[src/rtl/nibble_serial_sender.sv]
// nibble_serial_sender: req/ack-accepted word sent as start, LSB-first data, optional even parity, stop.
module nibble_serial_sender #(
  parameter int SIZE       = 4,
  parameter int BIT_CYCLES = 10,
  parameter int PARITY     = 0
) (
  input  logic            clock,
  input  logic            reset,
  input  logic            sendReq,
  input  logic [SIZE-1:0] data,
  output logic            sendAck,
  output logic            txLine,
  output logic            busy
);
  localparam int TW = BIT_CYCLES > 1 ? $clog2(BIT_CYCLES) : 1;
  localparam int IW = SIZE > 1 ? $clog2(SIZE) : 1;
  typedef enum logic [2:0] {S_IDLE, S_START, S_DATA, S_PAR, S_STOP} state_t;
  state_t          state, state_n;
  logic [TW-1:0]   timer, timer_n;
  logic [IW-1:0]   index, index_n;
  logic [SIZE-1:0] shift, shift_n, shr;
  logic            par, par_n, tx_n, busy_n, ack_n, bit_end;
  always_ff @(posedge clock) begin
    if (reset) begin
      state   <= S_IDLE;
      timer   <= '0;
      index   <= '0;
      shift   <= '0;
      par     <= 1'b0;
      txLine  <= 1'b1;
      busy    <= 1'b0;
      sendAck <= 1'b0;
    end else begin
      state   <= state_n;
      timer   <= timer_n;
      index   <= index_n;
      shift   <= shift_n;
      par     <= par_n;
      txLine  <= tx_n;
      busy    <= busy_n;
      sendAck <= ack_n;
    end
  end
  // Outputs are registered, so each branch sets the line level for the state being entered.
  always_comb begin
    bit_end = timer == TW'(BIT_CYCLES - 1);
    shr     = shift >> 1;
    state_n = state;
    timer_n = bit_end ? '0 : timer + 1'b1;
    index_n = index;
    shift_n = shift;
    par_n   = par;
    tx_n    = txLine;
    busy_n  = busy;
    ack_n   = 1'b0;
    case (state)
      S_START: if (bit_end) begin
        state_n = S_DATA;
        tx_n    = shift[0];
      end
      S_DATA: if (bit_end) begin
        if (index == IW'(SIZE - 1)) begin
          state_n = PARITY != 0 ? S_PAR : S_STOP;
          tx_n    = PARITY != 0 ? par : 1'b1;
        end else begin
          index_n = index + 1'b1;
          shift_n = shr;
          tx_n    = shr[0];
        end
      end
      S_PAR: if (bit_end) begin
        state_n = S_STOP;
        tx_n    = 1'b1;
      end
      default: ;
    endcase
    // The end of the stop bit counts as the first idle edge, so held requests chain frames with no gap.
    if (state == S_IDLE || (state == S_STOP && bit_end)) begin
      state_n = sendReq ? S_START : S_IDLE;
      timer_n = '0;
      index_n = '0;
      ack_n   = sendReq;
      busy_n  = sendReq;
      tx_n    = !sendReq;
      shift_n = sendReq ? data : shift;
      par_n   = sendReq ? ^data : par;
    end
  end
endmodule

[config.mk]
export PLATFORM = sky130hd
export DESIGN_NAME = nibble_serial_sender
export DESIGN_NICKNAME = d
export VERILOG_FILES = /design/src/rtl/nibble_serial_sender.sv
export SDC_FILE = /design/constraint.sdc
export NUM_CORES = 1
export LEC_CHECK = 0
export ABC_AREA = 1
export CAP_MARGIN = 10
export CORE_UTILIZATION = 47
export CTS_CLUSTER_SIZE = 40
export DETAILED_ROUTE_END_ITERATION = 7
export HOLD_SLACK_MARGIN = 0.08
export PLACE_DENSITY = 0.72
export SKIP_LAST_GASP = 1
export SYNTH_ARGS = -nofsm -noshare
export SYNTH_HDL_FRONTEND = slang
export SYNTH_SLANG_ARGS = --single-unit
[constraint.sdc]
create_clock -name clock -period 1.3 [get_ports clock]
set_clock_uncertainty 0.1 [all_clocks]
set_input_delay 0.195 -clock clock [delete_from_list [all_inputs] [get_ports clock]]
set_output_delay 0.195 -clock clock [all_outputs]
set_load 0.05 [all_outputs]
==> flow_summary.yaml, run 1 <==
global_routing:
  first_global_vias: 769
  grt.total_usage_pct: 22.4
  grt_max_degree: 11
  antenna_found_initial: 0
  grt_overflow: 0
  grt_pass1_wl_mm: 3.07
clock_tree:
  cts_root_buf: "clkbuf_4"
  cts_tree: "built"
  cts_made_buffers: 3
  cts.clk_slew.worst_paths_ps: 100
  h-tree-depth: 1
  cts_hold_buf: 0
  clkLatencyLatePin_ps: 290
  clk_path_buf_depth: 2
  cts_sinks: 16
timing:
  fin_crit_sh_pct: 107
  worstMarginPinSlew_ps: 269
  hold_viol: 0
  layout_min_cycle_time_ps: 1390
  final_max_slew_viol_count: 0
  slew_headroom_pct: 82.0
  fmax_mhz: 717
  finalSetupViolCount: 11
  finalWorstSetupSlack_ps: -94.9
  rsz0062_at_grt: "true"
critical_path:
  crit_type: "register to register"
  reg2reg_depth: 9
  crit_chain: "inv_2 > ha_4 > nand2_4 > nor2_4 > nand3_4 > nand2_2 > inv_2 > nor2_2 > nor2_1"
  worstPathMaxFanout: 7
  required_ps: 1390
  slowest_stage: "dfxtp_2"
  r2r_slack_ps: -90
  end_kind: "register"
  crit_family: "simple AND/OR/NAND/NOR gates"
  crit_cells: 9
  cpPeakStageDelay_ps: 340
  critPathBufInv: 2
  cp-start-kind: "register"
  worstPathArrival_ps: 1480
  cpMostUsedCell: "inv_2"
  r2r_end: "shift[0]"
  r2r-start: "timer[1]"
yosys:
  synthesis.area_um2: 790
  yosysSeqAreaShare_pct: 40.6
  synthDominantCellAreaShare_pct: 40.6
  synth-edff-count: 0
  synth-seq-cells: 16
  synth_top_cell_by_area: "dfxtp_1"
  yosys_most_used_dff: "dfxtp_1"
  yosysWarningCount: 0
  syn_area_per_cell_um2: 7.82
  syn_nets: 111
  async_flop_share_pct: 0
  ys_types: 16
  syn_inst: 101
  synth_area_leaders: "dfxtp_1 (41%), nand3_1 (11%), nand2_1 (9.5%)"
placement:
  preCtsSetupSlack_ps: -93.3
  port-buffer-count: 9
  place.detailed.hpwl_mm: 1.23
  place_area_mm2: 0.00100
  globalplace.congestion: 0.842
drt:
  drt_pass1_iterations: 4
  routedWlPerCell_um: 12.3
  dr.first_iter.drc_count: 14
  drc: 0
  drt-total-wl_mm: 1.69
  viasPerCell: 5.33
  vias: 735
  ant_nets: 0
power:
  swShare_pct: 26.8
  power.density_mw_per_mm2: 977
  ir_drop_uv: 893
  p_total_mw: 1.07
  p_clk_share_pct: 30.7
  pwr-share-comb_pct: 19.2
  power.internal_mw: 0.781
  seq_power_share_pct: 50.1
  power.leakage_nw: 0.461
  p_switching_mw: 0.286
min_path:
  worstHoldPathType: "register to register"
  min_path_cells: 2
  hold_path_startpoint: "index[1]"
  hold_end: "index[1]"
layout:
  n_antenna_cell: 0
  stdcell_area_mm2: 0.00109
  final_cell_mix: "nand3_1 (17), nand2_1 (16), dfxtp_1 (13), inv_1 (10), nor2_1 (9)"
  nets: 133
  fin_util_pct: 70.9
  final_common_cell: "nand3_1"
  drive_above_1_share_pct: 31.1
  area_delta_synth_final_pct: 38.4
floorplan:
  die_y_um: 43.0
  io_pins: 10
  die_width_um: 43.0
  die-area_mm2: 0.00185
  start_util_pct: 51.2
  num_rows: 14
  coreArea_mm2: 0.00154
outcome:
  outcome: "finished, violations left"
  violations: "setup timing"
job:
  drv_cap: 0
## cell families (layout without fill, tap and decap cells)
| logic type | count (synthesis) | after routing | share of synthesized area (%) |
|---|---|---|---|
| DFF | 16 | 16 | 40.6 |
| buffers and inverters | 12 | 33 | 5.70 |
| AOI/OAI and AO/OA | 7 | 7 | 4.60 |
| xor gates and xnor gates | 3 | 3 | 3.33 |
| adders and majority gates | 3 | 3 | 4.75 |
| and+or+nand+nor | 60 | 60 | 41.0 |
## power by group through the flow
stage               clock [mW]  sequential [mW]  combinational (mW)
CTS                      0.338            0.535               0.202
finish                   0.328            0.535               0.205
global route             0.359            0.538               0.222
detailed placement           0            0.546               0.198
floorplan                    0            0.567              0.0860
global placement             0            0.545               0.193
## synthesized netlist by cell type, types with 2 or more instances
| cell type | n |
|---|---|
| nand3_1 | 18 |
| nand3_4 | 2 |
| dfxtp_1 | 16 |
| inv_1 | 12 |
| nor2_1 | 12 |
| nand4_1 | 2 |
| nand2_1 | 20 |
| nor2_4 | 3 |
| ha_1 | 3 |
| nand2_4 | 2 |
| a21oi_1 | 5 |
| xor2_1 | 2 |
## timing repair
action / CTS / global route
gates resized for setup: 7 / 5
endpoints found under the setup margin: 13 / 14
pin swaps: 7 / 6
setup buffers: 1 / 0
cloned: 0 / 0
## through the flow
step | TNS (ps) | hold WS [ps] | cells
floorplan | 0 | 164 | 101
global placement | -159 | 359 | 133
detailed placement | -310 | 366 | 133
CTS | -492 | 379 | 138
global route | -1510 | 402 | 138
finish | -572 | 378 | 138
## final cells by class
type                    count  area, µm²
clock buffers               4       36.3
fillers                   126        449
inverters                  12       45.0
multi-input cells          73        483
flip-flops and latches     16        324
well taps                  16       20.0
repair buffers             17        184
## flip-flops by register name (all words and copies together) (netlist names)
register / flops
busy: 1
index: 2
sendAck: 1
shift: 4
state: 3
timer: 4
txLine: 1
## worst register-to-register path, stage by stage, from the launching register on
cell	delay (ps)
dfxtp_2	340
inv_2	60
ha_4	160
nand2_4	60
nor2_4	180
nand3_4	140
nand2_2	90
inv_2	50
nor2_2	80
nor2_1	50
## how the worst max path moves through the flow
stage,slack [ps],startpoint,end
6_report,-90,timer[1],shift[0]
3_3_place_gp,-70,sendReq,shift[0]
2_1_floorplan,20,timer[0],shift[0]
4_1_cts,-70,timer[1],shift[1]
5_1_grt,-150,timer[1],shift[0]
3_5_place_dp,-90,timer[1],shift[0]
## routing by layer
metal	vias up	share of wire [%]	GRT usage [%]
li1	370	-	-
met1	338	41	25.5
met2	23	52	37.6
met3	4	5.3	7.66
met4	0	1.9	10.3
met5	-	0	0
Note: power is estimated with default switching activity, not from simulation.
==> inputs of run 2 (changes only) <==
--- a/config.mk
+++ b/config.mk
@@ -7,11 +7,12 @@
 export LEC_CHECK = 0
 export ABC_AREA = 1
 export CAP_MARGIN = 10
-export CORE_UTILIZATION = 47
+export CORE_UTILIZATION = 50
+export CTS_BUF_LIST = sky130_fd_sc_hd__clkbuf_8
 export CTS_CLUSTER_SIZE = 40
 export DETAILED_ROUTE_END_ITERATION = 7
 export HOLD_SLACK_MARGIN = 0.08
-export PLACE_DENSITY = 0.72
+export PLACE_DENSITY = 0.76
 export SKIP_LAST_GASP = 1
 export SYNTH_ARGS = -nofsm -noshare
 export SYNTH_HDL_FRONTEND = slang
==> run 2 against run 1 <==
The flow still finishes with violations (setup timing); final area increased by 8.7%; core utilization rose by 15 points; setup slack got worse by 0.55 ps; clock-buffer cell count is the same; critical path depth is the same; final cell count increased by 1.4%; power up 16%; global-route usage increased by 0.72 points; wire length grew 36%; critical path type unchanged; first-iteration DRC count rose to 3.8 times the previous value.
==> flow_summary.yaml, run 2 (synthesis results as in run 1) <==
layout:
  reg_top3: "shift: 4 flops, timer: 4 flops, state: 3 flops"
  nets: 136
  area_delta_synth_final_pct: 50.4
  fin_cells: 140
  n_antenna_cell: 0
  final_cell_mix: "nand3_1 (15), nand2_1 (15), dfxtp_1 (13), inv_1 (10)"
  drive_above_1_share_pct: 34.4
drt:
  routedWlPerCell_um: 16.5
  drt-total-wl_mm: 2.31
  drt_pass1_iterations: 4
  vias: 840
  viasPerCell: 6.00
  drc: 0
  ant_nets: 0
  dr.first_iter.drc_count: 53
placement:
  place.detailed.hpwl_mm: 1.23
  globalplace.congestion: 0.977
  port-buffer-count: 9
  placed_cells: 131
outcome:
  outcome: "finished, violations left"
  violations: "setup timing"
timing:
  fin_crit_sh_pct: 107
  finalWorstSetupSlack_ps: -95.4
  rsz0062_at_grt: "true"
  layout_min_cycle_time_ps: 1400
  finalSetupViolCount: 11
  holdWs_ps: 409
  final_max_slew_viol_count: 0
  fmax_mhz: 717
  worstMarginPinSlew_ps: 374
  slew_headroom_pct: 75.0
  hold_viol: 0
critical_path:
  crit_chain: "inv_2 > ha_4 > nand2_4 > nor2_4 > buf_12 > nand3_4 > nand2_2 > nand3_1 > o21ai_1"
  crit_end: "state[2]"
  required_ps: 1390
  r2r_end: "state[2]"
  crit_type: "register to register"
  worstPathArrival_ps: 1490
  cpPeakStageDelay_ps: 330
  cp-start-kind: "register"
  end_kind: "register"
  slowest_stage: "dfxtp_2"
  crit_start: "timer[1]"
  worstPathMaxFanout: 5
  r2r_slack_ps: -100
  reg2reg_depth: 9
  r2r-start: "timer[1]"
global_routing:
  grt.total_usage_pct: 23.2
  busiest_layer: "met2"
  grt_overflow: 0
  first_global_vias: 713
  grt.met3_usage_pct: 1.74
  met1_usage_pct: 30.7
  met2_usage_pct: 36.9
  antenna_found_initial: 0
  grt_max_degree: 11
  grt_pass1_wl_mm: 3.14
clock_tree:
  cts_sinks: 16
  clkLatencyLatePin_ps: 260
  cts_root_buf: "clkbuf_8"
  h-tree-depth: 1
  clk_path_buf_depth: 2
  cts_hold_buf: 0
  cts_tree: "built"
  cts.clk_slew.worst_paths_ps: 60
  cts_made_buffers: 3
floorplan:
  io_pins: 10
  coreArea_mm2: 0.00138
  die_width_um: 41.7
  start_util_pct: 57.1
  num_rows: 13
  die_y_um: 41.7
  die-area_mm2: 0.00174
job:
  drv_cap: 0
min_path:
  worstHoldPathType: "register to register"
power:
  ir_drop_uv: 646
  power.density_mw_per_mm2: 1040
  power.leakage_nw: 0.498
[run 2: worst max-delay path: cells and delay by family, from the launching register on]
kind | cells | cell delay, ps
AND/OR/NAND/NOR | 5 | 460
flip-flops | 1 | 330
adder cells (fa/ha/maj) | 1 | 150
buffers and inverters | 2 | 190
AO/OA/AOI/OAI | 1 | 100
[run 2: worst min path at each step]
stage	startpoint	endpoint	cells past startpoint	slack (ps)
after global routing	busy	busy	2	420
after CTS	index[1]	index[1]	2	380
after global placement	index[1]	index[1]	2	370
after detailed placement	index[1]	index[1]	2	370
final	state[1]	state[1]	2	410
after floorplan	reset	shift[3]	1	160
[run 2: final cells by class]
class,count,area (µm²)
repair buffers,20,228
flip-flops and latches,16,324
multi-input cells,73,517
inverters,12,45.0
clock buffers,4,55.1
fillers,70,195
well taps,15,18.8
[run 2: layer usage]
layer	share of wire, %	vias up
li1	-	383
met1	42	393
met2	46	47
met3	6.7	17
met4	5.2	0
met5	0	-
[run 2: metrics by stage]
step           instance area [µm²]  total power, mW  TNS [ps]  utilization, %  setup slack (ps)
2_1_floorplan                  810            0.653         0               -              19.1
3_3_place_gp                   993            0.739      -222            71.9             -58.2
3_5_place_dp                   993            0.742      -541            71.9             -94.2
4_1_cts                       1120             1.19      -278            80.9             -59.6
5_1_grt                       1190             1.27     -1400            85.9              -182
6_report                      1190             1.23      -559            85.9             -95.4
[run 2: what timing repair did]
| action | in CTS | in global routing |
|---|---|---|
| gates resized for setup | 7 | 9 |
| buffers inserted | 2 | 3 |
| setup endpoints to repair | 13 | 14 |
| cloned | 0 | 0 |
| pin swaps | 5 | 5 |
[run 2: power breakdown]
group / switching [mW] / internal (mW) / total (mW)
combinational: 0.126 / 0.115 / 0.242
sequential: 0.0232 / 0.515 / 0.538
clock: 0.185 / 0.270 / 0.455
==> patch 1: new RTL, settings of run 2 <==
Set the parameter `BIT_CYCLES` to 9 (it was 10).
--- a/src/rtl/nibble_serial_sender.sv
+++ b/src/rtl/nibble_serial_sender.sv
@@ -1,7 +1,7 @@
 // nibble_serial_sender: req/ack-accepted word sent as start, LSB-first data, optional even parity, stop.
 module nibble_serial_sender #(
   parameter int SIZE       = 4,
-  parameter int BIT_CYCLES = 10,
+  parameter int BIT_CYCLES = 9,
   parameter int PARITY     = 0
 ) (
   input  logic            clock,
Behaviour: no difference found for any inputs over 10 cycles, from zero or initial values and one cycle with reset high; that may be too few to reach the edited logic, so the function may still have changed.
==> patch 1 against run 2 <==
  * Wire length shrank 21%
  * Critical path type unchanged
  * Synthesized area shrank 0.63%
  * Sequential cell count stayed put
  * Worst setup slack gained 0.063 ns
  * The run still ends with negative setup slack left
  * Final area is 3.3% lower
  * First-iteration DRC count fell by 51%
  * Synthesized cell count rose by 5.0%
  * Sequential power decreased by 1%
  * Global-route usage down 0.40 points
  * Non-clock buffer count up 1
  * Total power fell by 4.5%
  * Largest cell class unchanged
  * Largest power group unchanged
  * Combinational power fell by 18%
==> patch 1: results (changes against run 2) <==
Outcome
  • Outcome: complete, but fails checks (unchanged)
  • Failing checks: negative setup slack (unchanged)

Clocking
  • Later-pin clock latency in the skew report: 0.25 ns
  • Num CTS Buffers: 3 (unchanged)
  • Clock root cell: clkbuf_8 (unchanged)
  • Worst-path clk slew: ~0.070 ns
  • H-tree levels: 1 (unchanged)
  • Clk buf depth: 2 (unchanged)

Yosys
  • Synthesized area per cell: 7.40 µm² (was 7.82 µm²)
  • Most instantiated cells after synthesis: 23 x nand2_1, 16 x dfxtp_1, 14 x nor2_1, 13 x nand3_1, 11 x inv_1 (was 20 x nand2_1, 18 x nand3_1, 16 x dfxtp_1, 12 x inv_1, 12 x nor2_1)
  • Sequential share of the synthesized area: 40.8% (was 40.6%)
  • Synth top area cells: dfxtp_1 41%, nand2_1 11%, nand3_1 8.3% (was dfxtp_1 41%, nand3_1 11%, nand2_1 9.5%)
  • Post-synthesis adder-cell area fraction: 4.78% (was 4.75%)
  • Unique masters post-synth: 19 (was 16)
  • Post-synthesis xor/xnor area fraction: 3.35% (was 3.33%)
  • Post-synthesis net count: 116 (was 111)
  • Yosys warns: 0 (unchanged)
  • Share of flip-flops with an asynchronous set or reset: 0% (unchanged)
  • Synth Area in Compound Gates: 4.47% (was 4.60%)
  • Mux cell area share after synthesis: 0% (unchanged)

Cells and area
  • Layout Cells excl Fill: 145 (was 140)
  • N_diodes: 0 (unchanged)
  • Share of layout cells above drive strength 1: 35.4% (was 34.4%)
  • Biggest regs: shift x4, timer x4, state x3 (unchanged)
  • Final net count: 141 (was 136)

Power and ir drop
  • Max VDD drop: 765 µV (was 646 µV)
  • Leak pwr: 0.496 nW (was 0.498 nW)

Min path
  • Class of the worst hold path: reg2reg (unchanged)

Placement
  • RD Place Congestion: 0.788 (was 0.977)
  • DP HPWL: 1230 µm (about the same)
  • Pre-CTS WS: -0.0359 ns (was -0.0942 ns)
  • PortBufs: 9 (unchanged)

GRT
  • First-pass GRT wire length: 3090 µm (was 3140 µm)
  • Tot GR Track Use: 22.8% (was 23.2%)
  • Largest net degree at the start of global routing: 12 (was 11)
  • Vias in the first global route: 738 (was 713)
  • Antenna violations before repair: 0 (unchanged)

Drt
  • WL per Instance: 12.6 µm (was 16.5 µm)
  • First-pass iteration count of the detailed router: 4 (unchanged)
  • DR vias/cell: 5.42 (was 6.00)
  • Initial drt markers: 26 (was 53)

STA
  • Final worst slack: -0.0324 ns (was -0.0954 ns)
  • # setup viols final: 5 (was 11)
  • Least-Margin Pin Slew: 0.394 ns (was 0.374 ns)

Critical path
  • Largest fanout on the critical path: 3 (was 5)
  • Critical path data required time: 1.35 ns (was 1.39 ns)
patch 1: per-stage QoR:
step / instance area, µm² / hold slack [ns] / TNS (ns)
floorplan: 828 / 0.214 / 0
global placement: 1040 / 0.368 / -0.0196
detailed placement: 1040 / 0.367 / -0.0946
CTS: 1120 / 0.379 / -0.0268
global route: 1150 / 0.399 / -0.675
finish: 1150 / 0.386 / -0.107
patch 1: repair_timing:
| action | CTS | global route |
|---|---|---|
| hold buffers | 0 | 0 |
| pin swaps | 1 | 2 |
| buffers inserted | 0 | 2 |
| gates resized for setup | 6 | 5 |
| endpoints found under the setup margin | 5 | 13 |
patch 1: final timing paths:
path	start	to	slack, ns	cells past startpoint
worst max-delay path	index[0]	txLine	-0.03	8
worst min-delay path	shift[3]	shift[3]	0.39	2
worst max register to register	index[0]	txLine	-0.03	8
worst min register to register	shift[3]	shift[3]	0.39	2
patch 1: power breakdown:
part           total (mW)  switching, mW  internal [mW]
clock network       0.449          0.180          0.269
logic               0.199          0.104         0.0952
registers           0.530         0.0171          0.513
total                1.18          0.301          0.877
patch 1: layer usage:
metal | up-vias | share of wire [%] | GRT usage (%)
met4 | 0 | 2.9 | 11.6
met1 | 367 | 46 | 28.5
met5 | - | 0 | 0
met3 | 7 | 4.8 | 3.91
li1 | 385 | - | -
met2 | 27 | 46 | 37.2
patch 1: critical path, stage by stage (launching register included):
cell,delay [ns]
dfxtp_1,0.33
ha_2,0.21
nor2_4,0.16
buf_4,0.14
nand3_1,0.07
nand2_1,0.08
nor2_1,0.04
nand2_1,0.06
nand2_1,0.04
patch 1: layout make-up:
cell class	instances	area (µm²)
Inverter	14	52.6
Sequential cell	16	324
Clock buffer	4	55.1
Tap cell	15	18.8
Timing Repair Buffer	21	214
Fill cell	89	234
Multi-Input combinational cell	75	484
patch 1: cells by family (layout without fill, tap and decap cells):
| group | Yosys count | count (layout) |
|---|---|---|
| DFF | 16 | 16 |
| AOI/OAI and AO/OA | 7 | 7 |
| and+or+nand+nor | 62 | 62 |
| xor gates and xnor gates | 3 | 3 |
| adders and majority gates | 3 | 3 |
| buffers and inverters | 15 | 39 |
==> patch 2: new RTL, flow settings as in run 2 <==
Made on the original files. `shift` no longer has a reset.
--- a/src/rtl/nibble_serial_sender.sv
+++ b/src/rtl/nibble_serial_sender.sv
@@ -25,7 +25,6 @@
       state   <= S_IDLE;
       timer   <= '0;
       index   <= '0;
-      shift   <= '0;
       par     <= 1'b0;
       txLine  <= 1'b1;
       busy    <= 1'b0;
@@ -34,12 +33,15 @@
       state   <= state_n;
       timer   <= timer_n;
       index   <= index_n;
-      shift   <= shift_n;
       par     <= par_n;
       txLine  <= tx_n;
       busy    <= busy_n;
       sendAck <= ack_n;
     end
+  end
+
+  always_ff @(posedge clock) begin
+    shift <= shift_n;
   end
   // Outputs are registered, so each branch sets the line level for the state being entered.
   always_comb begin
Behaviour: same outputs for any inputs over 10 cycles, from zero or initial values and one cycle with reset high; that may be too few to reach the edited logic, so the function may still have changed.
==> patch 2 against run 2 <==
  * The flow still finishes with violations (negative setup slack)
  * Combinational power up 4%
  * Synthesized area fell by 3.6%
  * Core utilization is 5.7 points higher
  * Count of clock-buffer cells in the layout unchanged
  * Final area up 4.1%
  * Total power rose by 2.4%
  * Sequential cell count stayed put
  * Worst setup slack got worse by 0.076 ns
  * Non-clock buffer count increased by 12
  * Wire length grew 18%
  * Critical endpoint is now timer[0]
  * Largest power group unchanged
  * Highest routed layer unchanged
==> patch 2: results (changes against run 2) <==
Critical path
  • Crit path DAT: 1.54 ns (was 1.49 ns)
  • Largest fanout on the critical path: 4 (was 5)
  • Critical-path top delay cell: dfxtp_2 (unchanged)
  • CP peak stage delay: 0.34 ns

Outcome
  • Failing checks: negative setup slack (unchanged)
  • Outcome: complete, but fails checks (unchanged)

Yosys
  • Post-synthesis net count: 101 (was 111)
  • Post-synth EDFFs: 4 (was 0)
  • Yosys warns: 0 (unchanged)
  • Most instantiated cells after synthesis: 27 x nand2_1, 12 x dfxtp_1, 9 x inv_1, 8 x nor2_1, 7 x nand3_1 (was 20 x nand2_1, 18 x nand3_1, 16 x dfxtp_1, 12 x inv_1, 12 x nor2_1)
  • Unique masters post-synth: 20 (was 16)
  • Synth top area cells: dfxtp_1 32%, edfxtp_1 16%, nand2_1 13% (was dfxtp_1 41%, nand3_1 11%, nand2_1 9.5%)
  • Main synth FF type: dfxtp_1 (unchanged)
  • Sequential share of the synthesized area: 47.4% (was 40.6%)

Drt
  • Vias: 807 (was 840)
  • Antenna Nets Post-Route: 0 (unchanged)
  • First-pass iteration count of the detailed router: 4 (unchanged)
  • WL per Instance: 19.1 µm (was 16.5 µm)
  • Initial drt markers: 49 (was 53)

STA
  • Final worst slack: -0.172 ns (was -0.0954 ns)
  • # setup viols final: 20 (was 11)
  • Least-Margin Pin Slew: 0.233 ns (was 0.374 ns)

Placement
  • DP HPWL: 1290 µm (was 1230 µm)
  • Cell Area, Placed: 1050 µm² (was 993 µm²)
  • RD Place Congestion: 0.903 (was 0.977)
  • Pre-CTS WS: -0.128 ns (was -0.0942 ns)

Min path
  • Class of the worst hold path: reg2reg (unchanged)

GRT
  • Largest net degree at the start of global routing: 10 (was 11)
  • Tot GR Track Use: 35.7% (was 23.2%)
  • Vias in the first global route: 777 (was 713)
  • First-pass GRT wire length: 3650 µm (was 3140 µm)
  • Antenna violations before repair: 0 (unchanged)

Power and ir drop
  • Leak pwr: 0.558 nW (was 0.498 nW)
  • Switching share of power: 26.6% (was 27.1%)
  • Max VDD drop: 900 µV (was 646 µV)
  • Comb group: 0.252 mW (was 0.242 mW)
  • Clock Power Share: 36.0% (was 36.9%)

Clocking
  • Clk buf depth: 2 (unchanged)
  • Num CTS Buffers: 3 (unchanged)
  • Later-pin clock latency in the skew report: around 0.25 ns
  • Worst-path clk slew: 0.07 ns
  • H-tree levels: 1 (unchanged)

Cells and area
  • Biggest regs: shift x4, timer x4, state x3 (unchanged)
  • N_diodes: 0 (unchanged)
  • Fillers: 50 (was 70)
  • Share of layout cells above drive strength 1: 48.0% (was 34.4%)
  • Final net count: 138 (was 136)
[patch 2: path summary, 6_finish.rpt]
| path | start | endpoint | depth (start not counted) |
|---|---|---|---|
| worst min-delay path | index[1] | index[1] | 2 |
| worst max register to register | timer[1] | timer[0] | 8 |
| worst max-delay path | timer[1] | timer[0] | 8 |
| worst min register to register | index[1] | index[1] | 2 |
[patch 2: metrics by stage]
stage	setup TNS, ns	util, %	power (mW)	cells	hold slack, ns
2_1_floorplan	-0.500	-	0.656	91	0.164
3_3_place_gp	-0.688	77.9	0.749	131	0.359
3_5_place_dp	-1.56	77.9	0.754	131	0.360
4_1_cts	-1.37	88.6	1.22	139	0.369
5_1_grt	-3.13	91.6	1.29	142	0.415
6_report	-1.95	91.6	1.26	142	0.394
[patch 2: layer usage]
layer	share of wire (%)	up-vias	global-route usage, %
li1	-	363	-
met1	37	373	37.9
met2	48	52	60.2
met3	8.6	19	10.3
met4	5.6	0	24.2
met5	0	-	0
[patch 2: timing repair]
item	4_1_cts	5_1_grt
setup buffers	4	3
cloned	0	0
setup endpoints to repair	19	20
pin swaps	10	6
gates resized for setup	18	5
[patch 2: final cells by class]
type,count,area share (%)
repair buffers,32,25.2
clock buffers,4,4.45
multi-input cells,64,36.0
inverters,11,3.34
flip-flops and latches,16,29.5
well taps,15,1.52
[patch 2: cell families (layout without fill, tap and decap cells)]
family | count (synthesis) | in the layout | synth area share [%]
AOI/OAI and AO/OA | 9 | 9 | 8.22
xor gates and xnor gates | 3 | 3 | 3.45
adders and majority gates | 3 | 3 | 4.93
buffers and inverters | 11 | 47 | 5.43
DFF | 16 | 16 | 47.4
and+or+nand+nor | 49 | 49 | 30.6
